==> src/rtl/mat_softmax_stream_if.sv <==
// Streaming bus for mat_softmax_stream: score input channel and probability
// output channel, each a valid/ready handshake. The softmax block takes the
// slave modport; the producer/consumer side takes the master modport.
interface mat_softmax_stream_if #(
  parameter int WIDTH = 32
);
  logic                    in_valid;
  logic                    in_ready;
  logic signed [WIDTH-1:0] in_data;
  logic                    out_valid;
  logic                    out_ready;
  logic        [WIDTH-1:0] out_data;
  logic                    out_last;

  modport master (
    output in_valid, in_data, out_ready,
    input  in_ready, out_valid, out_data, out_last
  );

  modport slave (
    input  in_valid, in_data, out_ready,
    output in_ready, out_valid, out_data, out_last
  );
endinterface

==> src/rtl/mat_softmax_stream.sv <==
// Row-wise fixed-point softmax over a ROWS x COLS score matrix streamed in
// row-major order. Each row is loaded, max-subtracted, turned into base-2
// exponentials (2^(d*log2e)), summed, and each element is divided by the sum
// with a restoring divider, then streamed out with per-row out_last framing.
// Optional feature macro: SOFTMAX_CAUSAL_MASK_EN adds a 'causal' input,
// sampled at start, that masks elements above the diagonal to 0.
module mat_softmax_stream #(
  parameter int ROWS  = 4,
  parameter int COLS  = 4,
  parameter int WIDTH = 32,
  parameter int FBITS = 8
) (
  input  logic clk,
  input  logic rst_n,
  input  logic start,
`ifdef SOFTMAX_CAUSAL_MASK_EN
  input  logic causal,
`endif
  output logic busy,
  output logic done,
  mat_softmax_stream_if.slave stream_if
);

  localparam int CW = (COLS > 1) ? $clog2(COLS) : 1;
  localparam int RW = (ROWS > 1) ? $clog2(ROWS) : 1;
  localparam int SW = WIDTH + $clog2(COLS + 1);
  localparam int KW = $clog2(FBITS + 1);
  localparam int PW = WIDTH + FBITS + 3;

  // round(log2(e) * 2^FBITS), e.g. 369 for FBITS=8
  localparam longint LOG2E_L = (64'sd14426950 * (64'sd1 <<< FBITS) + 64'sd5000000) / 64'sd10000000;
  localparam logic signed [PW-1:0] LOG2E_S = PW'(LOG2E_L);
  localparam logic signed [PW-1:0] WIDTH_S = PW'(WIDTH);
  localparam logic [CW-1:0]        COL_LAST = CW'(COLS - 1);
  localparam logic [RW-1:0]        ROW_LAST = RW'(ROWS - 1);
  localparam logic [KW-1:0]        CNT_LAST = KW'(FBITS);
  localparam logic [FBITS:0]       ONE_Q    = {1'b1, {FBITS{1'b0}}};

  typedef enum logic [2:0] {
    S_IDLE = 3'd0,
    S_LOAD = 3'd1,
    S_EXP  = 3'd2,
    S_DIV  = 3'd3,
    S_OUT  = 3'd4,
    S_DONE = 3'd5
  } state_t;

  state_t state_q, state_d;

  logic [CW-1:0]           col_q;
  logic [RW-1:0]           row_q;
  logic [KW-1:0]           cnt_q;
  logic signed [WIDTH-1:0] max_q;
  logic [SW-1:0]           sum_q;
  logic [WIDTH-1:0]        buf_q [COLS];
  logic [SW-1:0]           div_r_q;
  logic [FBITS-1:0]        div_q_q;
  logic                    causal_q;

  logic                    busy_q, busy_d;
  logic                    in_ready_q, in_ready_d;
  logic                    out_valid_q, out_valid_d;
  logic                    out_last_q, out_last_d;
  logic                    done_q, done_d;
  logic [WIDTH-1:0]        out_data_q, out_data_d;

  logic beat_s, accept_s, col_last_s, row_last_s, cnt_last_s, masked_s, causal_in_s;

`ifdef SOFTMAX_CAUSAL_MASK_EN
  assign causal_in_s = causal;
`else
  assign causal_in_s = 1'b0;
`endif

  assign beat_s     = stream_if.in_valid & in_ready_q;
  assign accept_s   = out_valid_q & stream_if.out_ready;
  assign col_last_s = (col_q == COL_LAST);
  assign row_last_s = (row_q == ROW_LAST);
  assign cnt_last_s = (cnt_q == CNT_LAST);
  assign masked_s   = causal_q & (int'(col_q) > int'(row_q));

  // Exponential of the current column: e = (1.f) >> -ip with t = d*log2e
  logic signed [WIDTH-1:0] x_s;
  logic signed [WIDTH:0]   d_s;
  logic signed [PW-1:0]    prod_s, t_s, ip_s, negip_s;
  logic [FBITS-1:0]        f_s;
  logic [WIDTH-1:0]        base_s, exp_e_s;

  assign x_s     = buf_q[col_q];
  assign d_s     = {x_s[WIDTH-1], x_s} - {max_q[WIDTH-1], max_q};
  assign prod_s  = d_s * LOG2E_S;
  assign t_s     = prod_s >>> FBITS;
  assign ip_s    = t_s >>> FBITS;
  assign negip_s = -ip_s;
  assign f_s     = t_s[FBITS-1:0];
  assign base_s  = {{(WIDTH-FBITS-1){1'b0}}, 1'b1, f_s};

  // Select the exponential, flushing masked and fully-underflowed terms to 0
  always_comb begin
    exp_e_s = '0;
    if (masked_s) begin
      exp_e_s = '0;
    end else if (negip_s >= WIDTH_S) begin
      exp_e_s = '0;
    end else begin
      exp_e_s = base_s >> negip_s;
    end
  end

  // Restoring divider step: first step compares e itself, later steps shift
  logic [SW:0]     trial_s;
  logic            ge_s;
  logic [SW-1:0]   div_r_d;
  logic [FBITS:0]  quo_s, sat_s;

  // One quotient bit per cycle, integer bit first then FBITS fraction bits
  always_comb begin
    trial_s = '0;
    if (cnt_q == '0) begin
      trial_s = {1'b0, SW'(buf_q[col_q])};
    end else begin
      trial_s = {div_r_q, 1'b0};
    end
    ge_s = (trial_s >= {1'b0, sum_q});
    if (ge_s) begin
      div_r_d = SW'(trial_s - {1'b0, sum_q});
    end else begin
      div_r_d = trial_s[SW-1:0];
    end
    quo_s = {div_q_q, ge_s};
    if (quo_s > ONE_Q) begin
      sat_s = ONE_Q;
    end else begin
      sat_s = quo_s;
    end
  end

  // FSM state register
  always_ff @(posedge clk or negedge rst_n) begin
    if (!rst_n) begin
      state_q <= S_IDLE;
    end else begin
      state_q <= state_d;
    end
  end

  // FSM next-state: load a row, exponentiate, then divide/emit per column
  always_comb begin
    state_d = state_q;
    case (state_q)
      S_IDLE: begin
        if (start) state_d = S_LOAD;
        else       state_d = S_IDLE;
      end
      S_LOAD: begin
        if (beat_s && col_last_s) state_d = S_EXP;
        else                      state_d = S_LOAD;
      end
      S_EXP: begin
        if (col_last_s) state_d = S_DIV;
        else            state_d = S_EXP;
      end
      S_DIV: begin
        if (cnt_last_s) state_d = S_OUT;
        else            state_d = S_DIV;
      end
      S_OUT: begin
        if (!accept_s)       state_d = S_OUT;
        else if (!col_last_s) state_d = S_DIV;
        else if (!row_last_s) state_d = S_LOAD;
        else                  state_d = S_DONE;
      end
      S_DONE:  state_d = S_IDLE;
      default: state_d = S_IDLE;
    endcase
  end

  // FSM outputs, decoded from the upcoming state so they can be registered
  always_comb begin
    busy_d      = (state_d != S_IDLE);
    in_ready_d  = (state_d == S_LOAD);
    out_valid_d = (state_d == S_OUT);
    out_last_d  = (state_d == S_OUT) && col_last_s;
    done_d      = (state_d == S_DONE);
    if ((state_q == S_DIV) && cnt_last_s) begin
      out_data_d = {{(WIDTH-FBITS-1){1'b0}}, sat_s};
    end else begin
      out_data_d = out_data_q;
    end
  end

  // Registered outputs
  always_ff @(posedge clk or negedge rst_n) begin
    if (!rst_n) begin
      busy_q      <= 1'b0;
      in_ready_q  <= 1'b0;
      out_valid_q <= 1'b0;
      out_last_q  <= 1'b0;
      done_q      <= 1'b0;
      out_data_q  <= '0;
    end else begin
      busy_q      <= busy_d;
      in_ready_q  <= in_ready_d;
      out_valid_q <= out_valid_d;
      out_last_q  <= out_last_d;
      done_q      <= done_d;
      out_data_q  <= out_data_d;
    end
  end

  // Row buffer, running max and sum, column/row/bit counters, divider state
  always_ff @(posedge clk or negedge rst_n) begin
    if (!rst_n) begin
      col_q    <= '0;
      row_q    <= '0;
      cnt_q    <= '0;
      max_q    <= '0;
      sum_q    <= '0;
      div_r_q  <= '0;
      div_q_q  <= '0;
      causal_q <= 1'b0;
      for (int i = 0; i < COLS; i++) buf_q[i] <= '0;
    end else begin
      case (state_q)
        S_IDLE: begin
          col_q <= '0;
          row_q <= '0;
          cnt_q <= '0;
          if (start) causal_q <= causal_in_s;
        end
        S_LOAD: begin
          if (beat_s) begin
            buf_q[col_q] <= stream_if.in_data;
            if (col_q == '0) begin
              max_q <= stream_if.in_data;
              sum_q <= '0;
            end else if (!masked_s && (stream_if.in_data > max_q)) begin
              max_q <= stream_if.in_data;
            end
            col_q <= col_last_s ? '0 : col_q + CW'(1);
          end
        end
        S_EXP: begin
          buf_q[col_q] <= exp_e_s;
          sum_q        <= sum_q + SW'(exp_e_s);
          col_q        <= col_last_s ? '0 : col_q + CW'(1);
          cnt_q        <= '0;
        end
        S_DIV: begin
          div_r_q <= div_r_d;
          div_q_q <= quo_s[FBITS-1:0];
          cnt_q   <= cnt_last_s ? '0 : cnt_q + KW'(1);
        end
        S_OUT: begin
          if (accept_s) begin
            if (col_last_s) begin
              col_q <= '0;
              row_q <= row_last_s ? '0 : row_q + RW'(1);
            end else begin
              col_q <= col_q + CW'(1);
            end
          end
        end
        S_DONE: begin
          col_q <= '0;
          row_q <= '0;
        end
        default: begin
          col_q <= '0;
          row_q <= '0;
        end
      endcase
    end
  end

  assign busy                = busy_q;
  assign done                = done_q;
  assign stream_if.in_ready  = in_ready_q;
  assign stream_if.out_valid = out_valid_q;
  assign stream_if.out_data  = out_data_q;
  assign stream_if.out_last  = out_last_q;

endmodule

==> src/flat_wrapper.sv <==
// flat-port wrapper written by rule: the top's interface ports become plain ports
module mat_softmax_stream_flat 
#(
  parameter int ROWS  = 4,
  parameter int COLS  = 4,
  parameter int WIDTH = 32,
  parameter int FBITS = 8
)
  (clk, rst_n, start, busy, done, stream_if_in_valid, stream_if_in_data, stream_if_out_ready, stream_if_in_ready, stream_if_out_valid, stream_if_out_data, stream_if_out_last);
  mat_softmax_stream_if #(.WIDTH(WIDTH)) stream_if_i ();
  input  logic clk;
  input  logic rst_n;
  input  logic start;
  output logic busy;
  output logic done;
  input wire logic [$bits(stream_if_i.in_valid)-1:0] stream_if_in_valid;
  input wire logic [$bits(stream_if_i.in_data)-1:0] stream_if_in_data;
  input wire logic [$bits(stream_if_i.out_ready)-1:0] stream_if_out_ready;
  output wire logic [$bits(stream_if_i.in_ready)-1:0] stream_if_in_ready;
  output wire logic [$bits(stream_if_i.out_valid)-1:0] stream_if_out_valid;
  output wire logic [$bits(stream_if_i.out_data)-1:0] stream_if_out_data;
  output wire logic [$bits(stream_if_i.out_last)-1:0] stream_if_out_last;
  assign stream_if_i.in_valid = stream_if_in_valid;
  assign stream_if_i.in_data = stream_if_in_data;
  assign stream_if_i.out_ready = stream_if_out_ready;
  assign stream_if_in_ready = stream_if_i.in_ready;
  assign stream_if_out_valid = stream_if_i.out_valid;
  assign stream_if_out_data = stream_if_i.out_data;
  assign stream_if_out_last = stream_if_i.out_last;
  mat_softmax_stream #(.ROWS(ROWS), .COLS(COLS), .WIDTH(WIDTH), .FBITS(FBITS)) u_core (.clk(clk), .rst_n(rst_n), .start(start), .busy(busy), .done(done), .stream_if(stream_if_i));
endmodule
==> config.mk <==
export PLATFORM = sky130hd
export DESIGN_NAME = mat_softmax_stream_flat
export DESIGN_NICKNAME = d
export VERILOG_FILES = /design/src/rtl/mat_softmax_stream_if.sv /design/src/rtl/mat_softmax_stream.sv /design/src/flat_wrapper.sv
export SDC_FILE = /design/constraint.sdc
export NUM_CORES = 1
export LEC_CHECK = 0
export BUFFER_PORTS_ARGS = -buffer_cell sky130_fd_sc_hd__buf_2
export CORE_UTILIZATION = 30
export CTS_CLUSTER_DIAMETER = 80
export CTS_CLUSTER_SIZE = 28
export DETAILED_ROUTE_END_ITERATION = 8
export GPL_ROUTABILITY_DRIVEN = 0
export HOLD_SLACK_MARGIN = 0.02
export PLACE_DENSITY = 0.42
export SYNTH_ARGS = -nofsm -noshare
export SYNTH_HDL_FRONTEND = slang
export SYNTH_SLANG_ARGS = --single-unit
==> constraint.sdc <==
create_clock -name clk -period 31.5 [get_ports clk]
set_input_delay 3.15 -clock clk [delete_from_list [all_inputs] [get_ports clk]]
set_output_delay 3.15 -clock clk [all_outputs]
set_load 0.005 [all_outputs]
== Word-level counts from Yosys, hierarchy flattened ==
Index checks and enable logic that the tools add are counted.
Word-level totals
  output and inout bits: 37
  logic and storage cells: 106
  flip-flop bits (word level): 263
Operators by class
  equality and inequality tests: 14
  shift operators: 1
  bitwise logic cells: 5
  multipliers: 1
  multiplexer cells: 36
  reductions and logical operators: 18
  $lt $le $gt $ge: 6
  add/sub/neg operators: 7
Operators by type and width (count)
  bitwise mux 128 bit: 2
  case mux 128 bit (2 select lines): 1
  two-way mux 32 bit: 6
  two-way mux 128 bit: 1
  two-way mux 35 bit: 3
  case mux 35 bit (2 select lines): 1
  binary-select mux 32 bit (select 2 bit): 1
  demux 32 bit (select 2 bit): 1
  >= comparator 43 x 7 -> 1 bit, second input constant: 1
  multiplier 33 x 10 -> 43 bit, second input constant: 1
  negation 27 -> 43 bit: 1
  >> shifter 9 x 43 -> 32 bit: 1
  >= comparator 36 x 35 -> 1 bit: 1
  two-way mux 36 bit: 1
  adder 35 x 32 -> 35 bit: 1
  subtractor 35 bit: 1
  subtractor 32 x 32 -> 33 bit: 1
  greater-than comparator 32 bit: 1
  case mux 3 bit (5 select lines): 1
  two-way mux 2 bit: 7
  two-way mux 3 bit: 4
  AND reduction 3 bit: 4
  == test 3 bit, second input constant: 3
  greater-than comparator 9 bit, second input constant: 1
  27 further kinds: 42

== Logic depth before layout (Yosys ltp) ==
Gate-level depths: netlist (run 1).
  depth in word-level cells: 11
  depth in mapped cells: 61
  depth with buffers taken out: 58

== Least setup slack after synthesis (run 1) ==
Ideal clock, no wire load.
  path type: register -> register
  start point: reg u_core.col_q[0]
  end point: reg u_core.sum_q[30]
  arrival time: 12.722 ns
  cell stages (with the launch flop): 57
  slack: 18.700 ns
  buffers on the path: 3
  data required time: 31.422 ns
  path through: dfrtp_1 > clkbuf_1 > buf_1 > mux4_2 > inv_1 > ha_1 > fa_1 > and2b_1 > o221ai_1 > a21oi_1 > a221oi_1 > o21ai_0 > a21oi_1 > o21ai_0 > o21ai_0 > a31oi_1 > and2_1 > nor2_1 > [... 21 more ...] > nand2_1 > nand3_4 > or2_2 > fa_1 > nor2b_1 > o21ai_0 > a21boi_0 > o21ai_0 > nand2b_1 > a21o_1 > a21o_1 > a21oi_1 > nor2_1 > nand2_1 > nor2_1 > nand2_1 > or3_1 > a21oi_1
Between the ends
  cells in the longest elaborated chain, start to end: 11
  elaborated cells on any way between the ends: 15
Ends and longest elaborated chain
  start, declared: RTL line mat_softmax_stream.sv:50  | logic [CW-1:0] col_q;
  start signal, assigned: RTL line mat_softmax_stream.sv:240  | col_q <= col_last_s ? '0 : col_q + CW'(1);
  start signal, assigned: RTL line mat_softmax_stream.sv:246  | col_q <= col_last_s ? '0 : col_q + CW'(1);
  start signal, assigned: RTL line mat_softmax_stream.sv:260  | col_q <= col_q + CW'(1);
  inverter 2 -> 3 bit (implied by the code): RTL line mat_softmax_stream.sv:89  | assign x_s = buf_q[col_q];
  binary-select mux 32 bit (select 2 bit): RTL line mat_softmax_stream.sv:89
  two-way mux 32 bit (implied by the code) (2 in series): RTL line mat_softmax_stream.sv:89
  subtractor 32 x 32 -> 33 bit: RTL line mat_softmax_stream.sv:90  | assign d_s = {x_s[WIDTH-1], x_s} - {max_q[WIDTH-1], max_q};
  multiplier 33 x 10 -> 43 bit: RTL line mat_softmax_stream.sv:91  | assign prod_s = d_s * LOG2E_S;
  negation 27 -> 43 bit: RTL line mat_softmax_stream.sv:94  | assign negip_s = -ip_s;
  >= comparator 43 x 7 -> 1 bit / >> shifter 9 x 43 -> 32 bit (equally long branches): RTL line mat_softmax_stream.sv:103, mat_softmax_stream.sv:106
  two-way mux 32 bit: RTL line mat_softmax_stream.sv:103  | end else if (negip_s >= WIDTH_S) begin
  adder 35 x 32 -> 35 bit: RTL line mat_softmax_stream.sv:245  | sum_q <= sum_q + SW'(exp_e_s);
  case mux 35 bit (2 select lines): RTL line mat_softmax_stream.sv:224  | case (state_q)
  end signal, assigned: RTL line mat_softmax_stream.sv:245
  end, declared: RTL line mat_softmax_stream.sv:54  | logic [SW-1:0] sum_q;
Several ways; a longest one is shown, not always the timed one. The select of a mux whose other input is x is not followed.
A chain may end at the register's enable or synchronous reset.

== Worst setup path in the final report (run 1) ==
  start point: reg u_core.col_q[0]
  end point: reg u_core.sum_q[28]
Same word-level chain as after synthesis.

==> impl_metrics.csv, run 1 <==
group,metric,value,unit
setup_path,cp_max_fo,17,
clock_tree,cts_setup_buffers,0,
final_layout,final_cell_mix,"inv_1, dfrtp_1, nand2_1",
routing,post-route-drc-count,0,
setup_path,cp-start-kind,"register",
timing,worst_pin_slew,1.27,ns
clock_tree,cts-root-buf,"clkbuf_16",
die,dieArea,80500,µm²
placed_design,portBuffers,50,
die,start_util,0.305,
global_route,grt.busiest_layer,"met2",
setup_path,setup.worst_path.class,"register to register",
die,num_rows,102,
timing,finalHoldViolations,0,
yosys,ys.warnings.count,0,
timing,finalCritPeriodShare,0.462,
final_layout,syn_to_final_growth,8.20,%
global_route,antenna_found_initial,2,
timing,fmax,68.7,MHz
yosys,syn-cell-area,23800,µm²
final_layout,postLayoutCoreUtil,0.330,
clock_tree,cts_resized,0,
routing,ant_nets,0,
placed_design,placed_area,25100,µm²
timing,final_max_slew_viol_count,0,
clock_tree,cts_hold_buf,0,
clock_tree,clock-sinks,263,
setup_path,cp-end-kind,"register",
timing,fin_crit,14.56,ns
yosys,synth_ff_type,"dfrtp_1",
global_route,groute.usage.overall,0.183,
routing,viasPerCell,5.18,
placed_design,dp.cells,3688,
yosys,netlist_instances,2682,
clock_tree,cts_buffers,19,
timing,clock_skew,0.0589,ns
setup_path,cpMostUsedCell,"o21ai_0",
yosys,syn_area_per_cell,8.88,µm²
timing,tns,0,ns
final_layout,antenna_cells,0,
die,core,78000,µm²
global_route,grt.met2_usage,0.306,
setup_path,r2r_start,"u_core.col_q[0]$_DFFE_PN0P_",
timing,report.final.setup_viol,0,
hold_path,min_from,"u_core.div_r_q[32]$_DFFE_PN0P_",
final_layout,final_cell_count_no_fill,3721,
global_route,use_met1,0.254,
setup_path,slowest_stage,"dfrtp_2",
routing,dr.pass1.iters,5,
clock_tree,cts_tree,"built",
clock_tree,ctsLongestPathBuffers,3,
final_layout,finalInstanceArea,25800,µm²
setup_path,max_stage_delay,0.67,ns
setup_path,required,31.91,ns
global_route,grt_pass1_wl,117000,µm
yosys,ys_ff_latch,263,
flow_run,cap_violations,0,
global_route,grt_max_degree,158,
global_route,grt_pass1_vias,19900,
timing,slew_headroom,0.142,
routing,wl_per_cell,19.7,µm
global_route,gr-total-overflow,0,
setup_path,crit_arrival,14.97,ns
yosys,yosys.cell_types.count,89,
final_layout,fin_nets,3030,
setup_path,critPathLaunch,"u_core.col_q[0]$_DFFE_PN0P_",
die,die_x,284,µm
placed_design,dp.final_hpwl,57600,µm
yosys,synth_top_area_share,0.276,
die,die_h,284,µm
yosys,async_flop_share,1.00,
outcome,outcome,"completed",
hold_path,holdCritPathClass,"register to register",
clock_tree,path_clk_slew,0.10,ns
routing,vias,19300,
final_layout,drive_gt1_frac,0.0936,
timing,rsz0062_at_grt,"no",
clock_tree,htreeDepth,1,
routing,wl,73400,µm
yosys,synth_edf_count,0,
global_route,met3_usage,0.0154,
clock_tree,clock_latency,0.57,ns
yosys,yosysTopAreaCell,"dfrtp_1",
die,io_pins,74,
routing,drt_iter0_drc,1139,
yosys,synth.area.top_cells,"dfrtp_1, ha_1, fa_1",
yosys,ys_seq_area_frac,0.276,
final_layout,mostFrequentLayoutCell,"inv_1",
[per-stage QoR]
stage,hold WS [ns],setup slack (ns)
floorplan,0.442,18.70
global placement,0.459,17.13
detailed placement,0.464,16.95
CTS,0.483,16.83
global route,0.514,15.81
finish,0.481,16.94
[logic make-up after synthesis]
| group | count (synthesis) | share of synthesized area |
|---|---|---|
| XOR/XNOR | 124 | 0.0459 |
| other | 1 | 0.000158 |
| multiplexers | 114 | 0.0684 |
| AND/OR/NAND/NOR | 758 | 0.152 |
| buffers and inverters | 401 | 0.0676 |
| flip-flops | 263 | 0.276 |
| AO/OA/AOI/OAI | 697 | 0.193 |
| adder cells (fa/ha/maj) | 324 | 0.197 |
[flip-flops by register name, summed over array words and instances, names as in the netlist]
name / flops
u_core.buf_q: 128
u_core.div_r_q: 35
u_core.sum_q: 35
u_core.max_q: 32
u_core.stream_if.out_data: 9
u_core.div_q_q: 8
u_core.cnt_q: 4
u_core.state_q: 3
u_core.col_q: 2
u_core.row_q: 2
u_core.busy: 1
u_core.done: 1
u_core.stream_if.in_ready: 1
u_core.stream_if.out_last: 1
u_core.stream_if.out_valid: 1
[worst max-delay path: cells and delay by family, from the launching register on]
family / cells / cell delay, ns
adders and majority gates: 9 / 3.07
DFF: 1 / 0.67
xor gates and xnor gates: 3 / 0.48
AOI/OAI and AO/OA: 19 / 4.24
muxes: 1 / 0.60
buffers and inverters: 4 / 0.41
and+or+nand+nor: 19 / 4.88
[layer usage]
| metal | vias up | wire (µm) |
|---|---|---|
| li1 | 9341 | - |
| met1 | 9522 | 35300 |
| met2 | 314 | 34100 |
| met3 | 82 | 2310 |
| met4 | 4 | 1600 |
| met5 | - | 27 |
[path summary, 6_finish.rpt]
path / to / slack (ns) / depth (start not counted)
max in group asynchronous: u_core.max_q[0]$_DFFE_PN0P_ / 27.39 / 2
min reg2reg: u_core.div_r_q[32]$_DFFE_PN0P_ / 0.48 / 2
max: u_core.sum_q[28]$_DFFE_PN0P_ / 16.94 / 55
min: u_core.div_r_q[32]$_DFFE_PN0P_ / 0.48 / 2
min in group asynchronous: u_core.stream_if.out_data[7]$_DFFE_PN0P_ / 2.61 / 1
max reg2reg: u_core.sum_q[28]$_DFFE_PN0P_ / 16.94 / 55
[cells in the mapped netlist, types with 35 or more instances]
cell and instances:
mux2_2 69, fa_1 84, nor2b_1 35, dfrtp_1 263, ha_1 240, a21o_1 70
nand3_1 47, o21ai_0 185, xnor2_1 92, a21oi_1 167, a22o_1 53, nor3_1 49
nand2_1 260, nor2_1 182, clkbuf_1 87, inv_1 273
[area by class of cell]
class,count,area [µm²]
Clock buffer,19,475
Clock inverter,14,218
Fill cell,8148,52200
Inverter,273,1020
Multi-Input combinational cell,2040,15700
Sequential cell,263,6580
Tap cell,1040,1300
Timing Repair Buffer,72,435
Power of run 1 is not shown: default switching activity piles up to over one toggle a cycle in this logic, so the estimate is an artifact.
==> run 2, diff against run 1 <==
--- a/config.mk
+++ b/config.mk
@@ -12,7 +12,7 @@
 export DETAILED_ROUTE_END_ITERATION = 8
 export GPL_ROUTABILITY_DRIVEN = 0
 export HOLD_SLACK_MARGIN = 0.02
-export PLACE_DENSITY = 0.42
+export PLACE_DENSITY = 0.44
 export SYNTH_ARGS = -nofsm -noshare
 export SYNTH_HDL_FRONTEND = slang
 export SYNTH_SLANG_ARGS = --single-unit
==> constraint.sdc (replaced) <==
create_clock -name clk -period 12 [get_ports clk]
set_input_delay 1.2 -clock clk [delete_from_list [all_inputs] [get_ports clk]]
set_output_delay 1.2 -clock clk [all_outputs]
set_load 0.005 [all_outputs]
==> impl_metrics.csv, run 2 (same netlist as run 1, synthesis figures left out) <==
group,metric,value,unit
global_route,gr-total-overflow,0,
routing,wl,72800,µm
clock_tree,cts-root-buf,"clkbuf_16",
timing,slew_headroom,0.274,
routing,vias,20600,
setup_path,crit_arrival,12.18,ns
setup_path,cp-start-kind,"register",
final_layout,largest_reg_flops,128,
final_layout,drive_gt1_frac,0.230,
setup_path,cpMostUsedCell,"a21oi_2",
clock_tree,clock-sinks,263,
clock_tree,ctsLongestPathBuffers,3,
timing,whs,0.482,ns
setup_path,cp.buffers_inverters,8,
clock_tree,clock_latency,0.54,ns
placed_design,portBuffers,50,
hold_path,holdCritPathClass,"register to register",
final_layout,fillers,7923,
setup_path,slowest_stage,"fa_1",
final_layout,top_regs,"u_core.buf_q x128, u_core.div_r_q x35, u_core.sum_q x35",
routing,ant_nets,0,
outcome,outcome,"completed",
timing,tns,0,ns
setup_path,max_stage_delay,0.57,ns
timing,fin_crit,11.78,ns
routing,drt_iter0_drc,1267,
flow_run,cap_violations,0,
setup_path,path_depth,58,
final_layout,postLayoutCoreUtil,0.372,
final_layout,finalInstanceArea,29000,µm²
timing,finalHoldViolations,0,
global_route,groute.usage.overall,0.177,
setup_path,required,12.39,ns
clock_tree,cts_tree,"built",
die,num_rows,102,
timing,finalCritPeriodShare,0.982,
die,die_h,284,µm
timing,fmax,84.9,MHz
global_route,grt_max_degree,167,
global_route,grt_pass1_wl,115000,µm
timing,final_max_slew_viol_count,0,
clock_tree,htreeDepth,1,
clock_tree,cts_buffers,18,
final_layout,final_cell_mix,"buf_4, inv_1, dfrtp_1",
setup_path,cp_max_fo,7,
setup_path,setup.worst_path.class,"register to register",
setup_path,cp-end-kind,"register",
die,die_x,284,µm
die,start_util,0.305,
die,io_pins,74,
clock_tree,cts_hold_buf,0,
global_route,antenna_found_initial,7,
routing,dr.pass1.iters,5,
setup_path,r2r_cells,58,
die,core,78000,µm²
setup_path,crit_family,"compound AO/OA/AOI/OAI gates",
placed_design,placed_area,27300,µm²
timing,clock_skew,0.0256,ns
final_layout,top_register,"u_core.buf_q",
final_layout,syn_to_final_growth,21.7,%
timing,rsz0062_at_grt,"yes",
hold_path,hold_depth,2,
routing,viasPerCell,5.09,
die,dieArea,80500,µm²
timing,report.final.setup_viol,0,
timing,worst_pin_slew,1.08,ns
global_route,grt_pass1_vias,20500,
placed_design,dp.final_hpwl,57300,µm
routing,wl_per_cell,18.0,µm
final_layout,fin_nets,3358,
final_layout,mostFrequentLayoutCell,"buf_4",
routing,post-route-drc-count,0,
clock_tree,path_clk_slew,0.10,ns
-- run 2: cell types whose count changed in the layout (fill, tap and decap cells not counted), moves of 5 or more --
cell     delta
ha_1       -16
a21oi_2    +24
inv_1       -5
buf_4     +322
ha_4       +15
nor2_2      +5
o21ai_0    -15
o21ai_2     +5
o21ai_1     +8
xnor2_1     -7
xnor2_2     +7
inv_2       +5
nor2_1      -9
a21oi_1    -25
-- run 2: stage by stage --
| step | worst slack, ns | std cells |
|---|---|---|
| floorplan | 0.00478 | 2704 |
| global placement | -0.384 | 3978 |
| detailed placement | -0.621 | 3978 |
| CTS | -0.00884 | 4018 |
| global route | -0.390 | 4049 |
| finish | 0.216 | 4050 |
-- run 2: worst reg2reg max path, delay by kind of cell, from the launching register on --
family / cells / cell delay, ns
buffers and inverters: 8 / 0.96
DFF: 1 / 0.43
AOI/OAI and AO/OA: 23 / 4.15
muxes: 1 / 0.56
and+or+nand+nor: 14 / 2.18
xor gates and xnor gates: 3 / 0.47
adders and majority gates: 9 / 2.94
-- run 2: final cells by class --
class	count	area (µm²)	area share
antenna	1	2.50	0.0000864
clock buffer	20	479	0.0165
clock inverter	12	174	0.00600
inverter	273	1020	0.0354
multi-input combinational	2040	16400	0.567
sequential	263	6580	0.227
tap	1040	1300	0.0449
timing repair buffer	401	2970	0.103
-- run 2: layer usage --
layer	up-vias	share of wire	track usage
li1	10000	-	-
met1	10100	0.49	0.258
met2	366	0.46	0.287
met3	72	0.037	0.0183
met4	4	0.016	0.0269
met5	-	0.00041	0
-- run 2: final timing paths --
| check | startpoint | end | slack (ns) |
|---|---|---|---|
| setup / recovery | u_core.col_q[0]$_DFFE_PN0P_ | u_core.sum_q[30]$_DFFE_PN0P_ | 0.22 |
| hold / removal | u_core.div_r_q[2]$_DFFE_PN0P_ | u_core.div_r_q[2]$_DFFE_PN0P_ | 0.48 |
| setup reg to reg | u_core.col_q[0]$_DFFE_PN0P_ | u_core.sum_q[30]$_DFFE_PN0P_ | 0.22 |
| hold reg to reg | u_core.div_r_q[2]$_DFFE_PN0P_ | u_core.div_r_q[2]$_DFFE_PN0P_ | 0.48 |
| max in group asynchronous | rst_n | u_core.buf_q[29]$_DFFE_PN0P_ | 9.83 |
| min in group asynchronous | rst_n | u_core.buf_q[74]$_DFFE_PN0P_ | 0.70 |
-- run 2: repair_timing --
item,CTS,global route
setup buffers,8,31
endpoints found under the hold margin,0,0
endpoints found under the setup margin,25,28
pin swaps,21,81
gates cloned,0,1
gates resized for setup,41,118
Power of run 2 is left out for the same reason.
